$ cat src/rtl/isa_shared.sv
// Shared ISA encodings used by the load/store path: sign-extension opcodes,
// LSU funct3 values and the alignment-stage state encoding.
package isa_shared;

  // Sign-extension opcodes consumed by the sign-extension stage (sx_op).
  localparam logic [2:0] SX_3100  = 3'd0;
  localparam logic [2:0] SX_0700  = 3'd1;
  localparam logic [2:0] SX_1500  = 3'd2;
  localparam logic [2:0] SXU_0700 = 3'd5;
  localparam logic [2:0] SXU_1500 = 3'd6;

  localparam logic [2:0] F3_B  = 3'b000;
  localparam logic [2:0] F3_H  = 3'b001;
  localparam logic [2:0] F3_W  = 3'b010;
  localparam logic [2:0] F3_BU = 3'b100;
  localparam logic [2:0] F3_HU = 3'b101;

  typedef enum logic [1:0] {
    IDLE = 2'd0,
    REQ  = 2'd1,
    WAIT = 2'd2,
    RESP = 2'd3
  } lsu_state_t;

endpackage

$ cat src/rtl/lsu_mem_align_if.sv
// Bundles the execute-side request, data-memory port and response channel
// of the load/store alignment stage.
interface lsu_mem_align_if #(
  parameter int DATA_WIDTH = 32,
  parameter int ADDR_WIDTH = 32
);
  // Handshakes: a transfer happens on a rising clk edge where valid (or
  // mem_req) and ready (or mem_gnt) are both high; once raised, valid and its
  // payload stay stable until that edge. mem_rvalid is a one-cycle strobe.
  logic                  req_valid;
  logic                  req_ready;
  logic                  req_is_store;
  logic [2:0]            req_funct3;
  logic [ADDR_WIDTH-1:0] req_addr;
  logic [DATA_WIDTH-1:0] req_wdata;

  logic                  mem_req;
  logic                  mem_gnt;
  logic [ADDR_WIDTH-1:0] mem_addr;
  logic                  mem_we;
  logic [3:0]            mem_wstrb;
  logic [DATA_WIDTH-1:0] mem_wdata;
  logic                  mem_rvalid;
  logic [DATA_WIDTH-1:0] mem_rdata;

  logic                  rsp_valid;
  logic                  rsp_ready;
  logic [DATA_WIDTH-1:0] rsp_data;
  logic [2:0]            rsp_sx_op;
  logic                  rsp_err;

  modport slave (
    input  req_valid, req_is_store, req_funct3, req_addr, req_wdata,
    input  mem_gnt, mem_rvalid, mem_rdata, rsp_ready,
    output req_ready, mem_req, mem_addr, mem_we, mem_wstrb, mem_wdata,
    output rsp_valid, rsp_data, rsp_sx_op, rsp_err
  );

  modport master (
    output req_valid, req_is_store, req_funct3, req_addr, req_wdata,
    output mem_gnt, mem_rvalid, mem_rdata, rsp_ready,
    input  req_ready, mem_req, mem_addr, mem_we, mem_wstrb, mem_wdata,
    input  rsp_valid, rsp_data, rsp_sx_op, rsp_err
  );
endinterface

$ cat src/rtl/lsu_lane_align.sv
// Byte-lane steering for one access: store strobes and lane replication,
// load shift/mask, extension opcode, and illegal/misaligned detection.
module lsu_lane_align
  import isa_shared::*;
(
  input  logic [1:0]  offset,
  input  logic [2:0]  funct3,
  input  logic        is_store,
  input  logic [31:0] wdata,
  input  logic [31:0] rdata,
  output logic [3:0]  wstrb,
  output logic [31:0] wdata_rep,
  output logic [31:0] rdata_align,
  output logic [2:0]  sx_op,
  output logic        err
);
  logic [31:0] shifted;
  logic        illegal;
  logic        misalign;

  always_comb begin
    shifted     = rdata >> {offset, 3'b000};
    wstrb       = 4'b0000;
    wdata_rep   = wdata;
    rdata_align = '0;
    sx_op       = SX_3100;
    illegal     = 1'b0;
    misalign    = 1'b0;
    case (funct3)
      F3_B, F3_BU: begin
        wstrb       = 4'b0001 << offset;
        wdata_rep   = {4{wdata[7:0]}};
        rdata_align = {24'h0, shifted[7:0]};
        sx_op       = (funct3 == F3_BU) ? SXU_0700 : SX_0700;
        illegal     = is_store && (funct3 == F3_BU);
      end
      F3_H, F3_HU: begin
        wstrb       = 4'b0011 << offset;
        wdata_rep   = {2{wdata[15:0]}};
        rdata_align = {16'h0, shifted[15:0]};
        sx_op       = (funct3 == F3_HU) ? SXU_1500 : SX_1500;
        illegal     = is_store && (funct3 == F3_HU);
        misalign    = offset[0];
      end
      F3_W: begin
        wstrb       = 4'b1111;
        rdata_align = rdata;
        misalign    = (offset != 2'b00);
      end
      default: illegal = 1'b1;
    endcase
    err = illegal | misalign;
  end
endmodule

$ cat src/rtl/lsu_mem_align.sv
// Load/store alignment stage: one access at a time, word-aligned memory
// request with strobes, right-justified load data plus extension opcode.
module lsu_mem_align
  import isa_shared::*;
#(
  parameter int DATA_WIDTH = 32,
  parameter int ADDR_WIDTH = 32
) (
  input  logic                clk,
  input  logic                rst_n,
  lsu_mem_align_if.slave      bus,
  output lsu_state_t          dbg_state
);
  if (DATA_WIDTH != 32) begin : g_bad_width
    $error("lsu_mem_align supports DATA_WIDTH=32 only");
  end

  lsu_state_t            state, state_nxt;
  logic [ADDR_WIDTH-1:0] addr_q;
  logic [2:0]            funct3_q;
  logic                  is_store_q;
  logic [DATA_WIDTH-1:0] wdata_q;
  logic [DATA_WIDTH-1:0] rsp_data_q;
  logic [2:0]            rsp_sx_op_q;
  logic                  rsp_err_q;

  logic                  accept;
  logic                  capture;
  logic                  in_idle;
  logic                  in_req;
  logic [1:0]            la_off;
  logic [2:0]            la_f3;
  logic                  la_store;
  logic [3:0]            la_wstrb;
  logic [31:0]           la_wdata;
  logic [31:0]           la_rdata;
  logic [2:0]            la_sx_op;
  logic                  la_err;

  assign in_idle = (state == IDLE);
  assign in_req  = (state == REQ);

  // In IDLE the lane logic decodes the incoming request so errors are known
  // at accept time; afterwards it works from the latched copy.
  assign la_off   = in_idle ? bus.req_addr[1:0]  : addr_q[1:0];
  assign la_f3    = in_idle ? bus.req_funct3     : funct3_q;
  assign la_store = in_idle ? bus.req_is_store   : is_store_q;

  lsu_lane_align u_lane (
    .offset      (la_off),
    .funct3      (la_f3),
    .is_store    (la_store),
    .wdata       (wdata_q),
    .rdata       (bus.mem_rdata),
    .wstrb       (la_wstrb),
    .wdata_rep   (la_wdata),
    .rdata_align (la_rdata),
    .sx_op       (la_sx_op),
    .err         (la_err)
  );

  always_ff @(posedge clk or negedge rst_n) begin
    if (!rst_n) state <= IDLE;
    else        state <= state_nxt;
  end

  always_comb begin
    state_nxt     = state;
    accept        = 1'b0;
    capture       = 1'b0;
    bus.req_ready = in_idle;
    bus.mem_req   = in_req;
    bus.mem_addr  = in_req ? {addr_q[ADDR_WIDTH-1:2], 2'b00} : '0;
    bus.mem_we    = in_req && is_store_q;
    bus.mem_wstrb = (in_req && is_store_q) ? la_wstrb : 4'b0000;
    bus.mem_wdata = (in_req && is_store_q) ? la_wdata : '0;
    bus.rsp_valid = (state == RESP);
    bus.rsp_data  = rsp_data_q;
    bus.rsp_sx_op = rsp_sx_op_q;
    bus.rsp_err   = rsp_err_q;
    case (state)
      IDLE: if (bus.req_valid) begin
        accept    = 1'b1;
        state_nxt = la_err ? RESP : REQ;
      end
      REQ:  if (bus.mem_gnt)    state_nxt = WAIT;
      WAIT: if (bus.mem_rvalid) begin
        capture   = 1'b1;
        state_nxt = RESP;
      end
      RESP: if (bus.rsp_ready)  state_nxt = IDLE;
      default:                  state_nxt = IDLE;
    endcase
  end

  always_ff @(posedge clk or negedge rst_n) begin
    if (!rst_n) begin
      addr_q      <= '0;
      funct3_q    <= 3'b000;
      is_store_q  <= 1'b0;
      wdata_q     <= '0;
      rsp_data_q  <= '0;
      rsp_sx_op_q <= SX_3100;
      rsp_err_q   <= 1'b0;
    end else begin
      if (accept) begin
        addr_q     <= bus.req_addr;
        funct3_q   <= bus.req_funct3;
        is_store_q <= bus.req_is_store;
        wdata_q    <= bus.req_wdata;
        rsp_err_q  <= la_err;
        if (la_err) begin
          rsp_data_q  <= '0;
          rsp_sx_op_q <= SX_3100;
        end
      end
      if (capture) begin
        rsp_err_q <= 1'b0;
        if (is_store_q) begin
          rsp_data_q  <= '0;
          rsp_sx_op_q <= SX_3100;
        end else begin
          rsp_data_q  <= la_rdata;
          rsp_sx_op_q <= la_sx_op;
        end
      end
    end
  end

  assign dbg_state = state;
endmodule
$ cat src/flat_wrapper.sv
// flat-port wrapper written by rule: the top's interface ports become plain ports
module lsu_mem_align_flat import isa_shared::*;
#(
  parameter int DATA_WIDTH = 32,
  parameter int ADDR_WIDTH = 32
)
  (clk, rst_n, dbg_state, bus_req_valid, bus_req_is_store, bus_req_funct3, bus_req_addr, bus_req_wdata, bus_mem_gnt, bus_mem_rvalid, bus_mem_rdata, bus_rsp_ready, bus_req_ready, bus_mem_req, bus_mem_addr, bus_mem_we, bus_mem_wstrb, bus_mem_wdata, bus_rsp_valid, bus_rsp_data, bus_rsp_sx_op, bus_rsp_err);
  lsu_mem_align_if #(.DATA_WIDTH(DATA_WIDTH), .ADDR_WIDTH(ADDR_WIDTH)) bus_i ();
  input  logic clk;
  input  logic rst_n;
  output lsu_state_t dbg_state;
  input wire logic [$bits(bus_i.req_valid)-1:0] bus_req_valid;
  input wire logic [$bits(bus_i.req_is_store)-1:0] bus_req_is_store;
  input wire logic [$bits(bus_i.req_funct3)-1:0] bus_req_funct3;
  input wire logic [$bits(bus_i.req_addr)-1:0] bus_req_addr;
  input wire logic [$bits(bus_i.req_wdata)-1:0] bus_req_wdata;
  input wire logic [$bits(bus_i.mem_gnt)-1:0] bus_mem_gnt;
  input wire logic [$bits(bus_i.mem_rvalid)-1:0] bus_mem_rvalid;
  input wire logic [$bits(bus_i.mem_rdata)-1:0] bus_mem_rdata;
  input wire logic [$bits(bus_i.rsp_ready)-1:0] bus_rsp_ready;
  output wire logic [$bits(bus_i.req_ready)-1:0] bus_req_ready;
  output wire logic [$bits(bus_i.mem_req)-1:0] bus_mem_req;
  output wire logic [$bits(bus_i.mem_addr)-1:0] bus_mem_addr;
  output wire logic [$bits(bus_i.mem_we)-1:0] bus_mem_we;
  output wire logic [$bits(bus_i.mem_wstrb)-1:0] bus_mem_wstrb;
  output wire logic [$bits(bus_i.mem_wdata)-1:0] bus_mem_wdata;
  output wire logic [$bits(bus_i.rsp_valid)-1:0] bus_rsp_valid;
  output wire logic [$bits(bus_i.rsp_data)-1:0] bus_rsp_data;
  output wire logic [$bits(bus_i.rsp_sx_op)-1:0] bus_rsp_sx_op;
  output wire logic [$bits(bus_i.rsp_err)-1:0] bus_rsp_err;
  assign bus_i.req_valid = bus_req_valid;
  assign bus_i.req_is_store = bus_req_is_store;
  assign bus_i.req_funct3 = bus_req_funct3;
  assign bus_i.req_addr = bus_req_addr;
  assign bus_i.req_wdata = bus_req_wdata;
  assign bus_i.mem_gnt = bus_mem_gnt;
  assign bus_i.mem_rvalid = bus_mem_rvalid;
  assign bus_i.mem_rdata = bus_mem_rdata;
  assign bus_i.rsp_ready = bus_rsp_ready;
  assign bus_req_ready = bus_i.req_ready;
  assign bus_mem_req = bus_i.mem_req;
  assign bus_mem_addr = bus_i.mem_addr;
  assign bus_mem_we = bus_i.mem_we;
  assign bus_mem_wstrb = bus_i.mem_wstrb;
  assign bus_mem_wdata = bus_i.mem_wdata;
  assign bus_rsp_valid = bus_i.rsp_valid;
  assign bus_rsp_data = bus_i.rsp_data;
  assign bus_rsp_sx_op = bus_i.rsp_sx_op;
  assign bus_rsp_err = bus_i.rsp_err;
  lsu_mem_align #(.DATA_WIDTH(DATA_WIDTH), .ADDR_WIDTH(ADDR_WIDTH)) u_core (.clk(clk), .rst_n(rst_n), .bus(bus_i), .dbg_state(dbg_state));
endmodule
$ cat config.mk
export PLATFORM = sky130hd
export DESIGN_NAME = lsu_mem_align_flat
export DESIGN_NICKNAME = d
export VERILOG_FILES = /design/src/rtl/isa_shared.sv /design/src/rtl/lsu_mem_align_if.sv /design/src/rtl/lsu_lane_align.sv /design/src/rtl/lsu_mem_align.sv /design/src/flat_wrapper.sv
export SDC_FILE = /design/constraint.sdc
export NUM_CORES = 1
export LEC_CHECK = 0
export BUFFER_PORTS_ARGS = -buffer_cell sky130_fd_sc_hd__buf_4
export CAP_MARGIN = 15
export CORE_UTILIZATION = 54
export CTS_CLUSTER_DIAMETER = 40
export CTS_CLUSTER_SIZE = 16
export DETAILED_ROUTE_END_ITERATION = 10
export HOLD_SLACK_MARGIN = 0.12
export PLACE_DENSITY = 0.87
export SYNTH_ARGS = -nofsm -noshare
export SYNTH_HDL_FRONTEND = slang
export SYNTH_HIERARCHICAL = 1
export SYNTH_SLANG_ARGS = --single-unit
$ cat constraint.sdc
create_clock -name clk -period 4.05 [get_ports clk]
set_input_delay 0 -clock clk [delete_from_list [all_inputs] [get_ports clk]]
set_output_delay 0 -clock clk [all_outputs]
set_load 0.005 [all_outputs]
[Word-level counts from Yosys, hierarchy flattened]
Index checks and enable logic that the tools add are counted.
Cells by class
  equality and inequality tests: 11
  shift operators: 3
  mux-type cells: 34
  bitwise operators: 1
  reductions and logical operators: 12
Operators with widths (count)
  two-way mux 32 bit: 6
  case mux 32 bit (3 select lines): 1
  case mux 32 bit (2 select lines): 1
  >> shifter 32 x 5 -> 16 bit: 1
  two-way mux 3 bit: 7
  two-way mux 2 bit: 6
  case mux 4 bit (3 select lines): 1
  inequality test 2 bit, second input constant: 4
  case mux 2 bit (4 select lines): 1
  two-way mux 1 bit: 7
  equality test 3 bit, second input constant: 2
  case mux 3 bit (2 select lines): 1
  nonzero test 2 bit: 3
  equality test 2 bit, second input constant: 2
  two-way mux 4 bit: 1
  AND reduction 4 bit: 1
  OR reduction 2 bit: 2
  left shift 1 x 2 -> 4 bit, first input constant: 1
  left shift 2 x 2 -> 4 bit, first input constant: 1
  equality test 3 x 1 -> 1 bit, second input constant: 1
  equality test 3 x 2 -> 1 bit, second input constant: 1
  logical AND 1 bit: 3
  logical NOT 3 bit: 1
  case mux 1 bit (3 select lines): 1
  5 further kinds: 5
Storage, ports and cells
  flip-flop bits (word level): 106
  input port bits: 106
  output and inout port bits: 110
  word-level logic and storage cells: 69

[Logic depth before layout (Yosys ltp)]
  word-level depth: 9
  depth in mapped cells: 12
  gate-level depth less buffers: 7

[Hierarchy]
The synthesis kept the hierarchy.
By module, submodules not included
  lsu_mem_align: instances 1, cells an instance 333, area each 4625.7 µm², seq. area each 2652.5 µm²
  lsu_lane_align: instances 1, cells an instance 154, area each 1108.6 µm², seq. area each 0.0 µm²

[Least setup slack after synthesis]
No wires, ideal clock.
  path type: register -> register
  from: reg u_core.state[0] (netlist: u_core/dbg_state[0])
  to: reg u_core.rsp_data_q[10] (netlist: u_core/bus.rsp_data[10])
  setup time: 65 ps
  arrival: 2750 ps
  data required time: 3985 ps
  setup slack: 1234 ps
  stages on the path, launching flop included: 13
  buffers on the path: 5
  cell sequence: dfrtp_1 -> inv_1 -> ha_1 -> buf_2 -> mux2_2 -> buf_4 -> buf_2 -> buf_4 -> a221oi_1 -> a21oi_1 -> a32oi_2 -> buf_6 -> a22o_1
On the way
  longest elaborated chain between the ends: 8
  elaborated cells between the ends (all ways): 27
  classes of those cells: eq/ne (5); shift (1); mux (10); bitwise (1); reduce/logical (10)
RTL lines
  from (decl): line lsu_mem_align.sv:18  | lsu_state_t state, state_nxt;
  from (signal assigned): line lsu_mem_align.sv:64  | else state <= state_nxt;
  logical NOT 2 bit *: line lsu_mem_align.sv:40  | assign in_idle = (state == IDLE);
  net bus_req_ready: line flat_wrapper.sv:21  | output wire logic [$bits(bus_i.req_ready)-1:0] bus_req_ready;
  two-way mux 3 bit *: line lsu_mem_align.sv:46  | assign la_f3 = in_idle ? bus.req_funct3 : funct3_q;
  net u_core.la_f3[1]: line lsu_mem_align.sv:32  | logic [2:0] la_f3;
  equality test 3 bit (tied with other cells): line lsu_lane_align.sv:29, lsu_lane_align.sv:42
  OR reduction 2 bit (tied with other cells): line lsu_lane_align.sv:29  | case (funct3)
  case mux 1 bit (3 select lines) or case mux 1 bit (2 select lines) (tied branches): line lsu_lane_align.sv:29
  bitwise OR 1 bit *: line lsu_lane_align.sv:52  | err = illegal | misalign;
  net u_core.la_err: line lsu_mem_align.sv:38  | logic la_err;
  nonzero test 2 bit (no line) *
  AND reduction 2 bit (no line) *
  to (signal assigned): line lsu_mem_align.sv:123  | rsp_data_q <= la_rdata;
  to (decl): line lsu_mem_align.sv:23  | logic [DATA_WIDTH-1:0] rsp_data_q;
The timed path passes the listed nets; every way through them passes the cells marked *.
A chain may end at the register's enable or synchronous reset.

[Worst setup path in the final report]
  from: reg u_core.state[0] (netlist: u_core/dbg_state[0])
  to: reg u_core.rsp_data_q[2] (netlist: u_core/bus.rsp_data[2])
On the way
  elaborated cells between the ends (all ways): 27
  classes of those cells: eq/ne (5); shift (1); mux (10); bitwise (1); reduce/logical (10)
RTL lines
  logical NOT 2 bit *: line lsu_mem_align.sv:40
  two-way mux 3 bit *: line lsu_mem_align.sv:46
  net u_core.la_f3[0]: line lsu_mem_align.sv:32
  equality test 3 bit (tied with other cells): line lsu_lane_align.sv:29
  OR reduction 2 bit: line lsu_lane_align.sv:29
  case mux 32 bit (3 select lines) *: line lsu_lane_align.sv:29
  net u_core.la_rdata[2]: line lsu_mem_align.sv:36  | logic [31:0] la_rdata;
  two-way mux 32 bit *: line lsu_mem_align.sv:119  | if (is_store_q) begin
  two-way mux 32 bit *: line lsu_mem_align.sv:117  | if (capture) begin
Marks and branches as above.

==> out/qor.yml <==
layout:
  drive_above_1_share: 0.430
  nets: 883
  final.fill_count: 549
  area_growth_pct: 47.7
  antenna_cells: 0
floorplanning:
  io_pins: 216
  core-area_um2: 10300
  die_area_um2: 11000
  chipHeight_um: 105
  placementRows: 37
  start_util: 0.555
  die_width_um: 105
logic_synthesis:
  ys_ff_latch: 106
  synth_top_area_cell: "dfrtp_1"
  synth_top_family_by_area: "multiplexers"
  synthTopCellsByCount: "dfrtp_1, mux2_2, and2_1"
  async_flop_share: 1.00
  syn_avg_cell_area_um2: 11.8
  yosysTopAreaCellShare: 0.463
  synthAdderAreaFrac: 0.0131
  synthCells: 487
  synth_xor_area_frac: 0
  yosys.area_share.simple: 0.122
  synth_edf_count: 0
  synthTopCellsByArea: "dfrtp_1, mux2_2, a22o_1"
  syn_area_um2: 5730
  synth_compound_area_frac: 0.125
  synthMuxAreaShare: 0.218
  synth_most_common_cell: "dfrtp_1"
  synth_flop_cell: "dfrtp_1"
  yosysWarnings: 6
  ys_types: 37
  ys_seq_area_frac: 0.463
timing:
  setup_viol: 0
  max_slew_margin: 0.236
  hold_ws_ns: 0.197
  rsz0062_at_grt: "no"
  finalSetupTns_ns: 0
  final_max_slew_viol_count: 0
  tightestPinTransition_ns: 1.15
  fin_worst_skew_ns: 0.00780
  layout_setup_ws_ns: 0.943
  clock.fmax_ghz: 0.322
  hold_viol_final: 0
  period_needed_ns: 3.11
  fin_crit_sh: 0.767
cts:
  worstSkewPairLatency_ns: 0.36
  cts_root_buf: "clkbuf_8"
  clock_sinks: 106
  cts_tree: "yes"
  cts.repair.resized: 0
  cts_buffers: 9
  clk_pin_slew_worst_paths_ns: 0.10
  cts_max_level: 3
  clock_path_buffers: 2
worst_setup_path:
  r2r_start: "u_core/dbg_state[0]$_DFFE_PN0P_"
  r2r-end: "u_core/bus.rsp_data[2]$_DFFE_PN0P_"
  start_kind: "flip-flop"
  cp_max_fo: 18
  crit_buf_inv: 2
  endpoint_kind: "flip-flop"
  cpLargestDelayFamily: "buffers and inverters"
  max_stage_delay_ns: 0.58
  reg2reg_depth: 8
  regToRegSetupSlack_ns: 0.94
  path_depth: 8
  crit_chain: "inv_1 -> ha_1 -> mux2_2 -> or3b_4 -> o31ai_4 -> o2bb2ai_1 -> dlygate4sd3_1 -> a22o_1"
  crit_start: "u_core/dbg_state[0]$_DFFE_PN0P_"
  required_ns: 4.35
  crit_slowest_cell: "mux2_2"
  path_class: "reg2reg"
  cp.arrival_ns: 3.41
grt:
  grt_pass1_vias: 5272
  grt_usage: 0.311
  grt_pass1_wl_um: 26800
  grt-ovfl-total: 0
  grt_max_degree: 70
  antenna_found_initial: 0
power_and_ir_drop:
  pwr_density_cell_nw_per_um2: 674
  p_leak_uw: 0.00427
  peakVddDrop_v: 0.000367
  power_uw: 5710
run:
  cap_violations: 0
routing:
  wl_um: 17100
  num_vias: 4980
  drtIter0Drc: 248
  routed_via_density: 5.47
  avgRoutedWirePerCell_um: 18.8
  drcViolationCount: 0
  detail-route-antenna-nets: 0
  first_pass_iters: 5
place:
  place.detailed.hpwl_um: 10400
  pre_cts_ws_ns: 1.14
  place_congestion: 0.812
  port_buffers: 213
status:
  outcome: "completed"
hold_path:
  hold_path.class: "in2async"
-- placed cells by master, fill, tap and decap left out, types with 4 or more instances in the layout --
cell	count
buf_4	218
dfrtp_1	106
dlygate4sd3_1	103
mux2_2	82
and2_1	47
and3_1	36
a22o_1	35
mux2i_1	19
o21ai_0	16
clkbuf_8	12
inv_1	11
a21oi_1	10
mux2_4	9
nand2_1	9
a22oi_1	9
nor2b_1	7
a211oi_1	7
a21o_1	7
ha_1	6
nor2_1	4
-- metrics by stage --
stage | util | instances | area (um2)
5_1_grt | 0.821 | 911 | 8470
3_5_place_dp | 0.702 | 793 | 7250
4_1_cts | 0.821 | 911 | 8470
3_3_place_gp | 0.702 | 793 | 7250
2_1_floorplan | - | 488 | 5740
6_report | 0.821 | 911 | 8470
-- worst reg2reg max path, stage by stage, from the launching register on --
cell and delay, ns:
dfrtp_1 0.44, inv_1 0.14, ha_1 0.40, mux2_2 0.58, or3b_4 0.50, o31ai_4 0.13
o2bb2ai_1 0.17, dlygate4sd3_1 0.57, a22o_1 0.12
-- worst max path at each step --
stage                                     endpoint  slack (ns)
2_1_floorplan  u_core/bus.rsp_data[10]$_DFFE_PN0P_        1.23
3_3_place_gp   u_core/bus.rsp_data[11]$_DFFE_PN0P_        1.28
3_5_place_dp   u_core/bus.rsp_data[20]$_DFFE_PN0P_        1.14
4_1_cts         u_core/bus.rsp_data[2]$_DFFE_PN0P_        0.96
5_1_grt         u_core/bus.rsp_data[2]$_DFFE_PN0P_        0.78
6_report        u_core/bus.rsp_data[2]$_DFFE_PN0P_        0.94
-- cells by family (layout without fill, tap and decap cells) --
| group | after synthesis | count (layout) |
|---|---|---|
| AND/OR/NAND/NOR | 111 | 111 |
| buffers and inverters | 60 | 347 |
| adder cells (fa/ha/maj) | 6 | 6 |
| other | 1 | 2 |
| AO/OA/AOI/OAI | 93 | 93 |
| flip-flops | 106 | 106 |
| multiplexers | 110 | 110 |
-- sequential cells by signal, indices dropped and copies added (netlist names) --
signal	count
u_core/bus.rsp_data	32
u_core/dbg_state	2
u_core/addr_q	32
u_core/is_store_q	1
u_core/bus.rsp_sx_op	3
u_core/wdata_q	32
u_core/bus.rsp_err	1
u_core/funct3_q	3
-- power breakdown --
part           total [uW]  internal [uW]  switching, uW
Sequential           1940           1550            384
Combinational        3140           1710           1440
Clock                 626            272            353
Total                5710           3530           2170
-- timing repair --
item	in CTS	in global routing
hold buffers	103	0
hold endpoints to repair	153	0
setup endpoints to repair	0	0
buffers inserted	0	0
-- per-layer routing --
layer | track usage | up-vias | share of wire
li1 | - | 2301 | -
met1 | 0.365 | 2415 | 0.39
met2 | 0.551 | 216 | 0.52
met3 | 0.0630 | 48 | 0.062
met4 | 0.133 | 0 | 0.032
met5 | 0 | - | 0
-- final cells by class --
cell class	count	area, um2	area share
clock buffers	12	165	0.0195
clock inverters	3	23.8	0.00281
inverters	11	41.3	0.00487
multi-input cells	322	2750	0.325
flip-flops and latches	106	2650	0.313
well taps	136	170	0.0201
repair buffers	321	2670	0.315
Note: power is estimated with default switching activity, not from simulation.
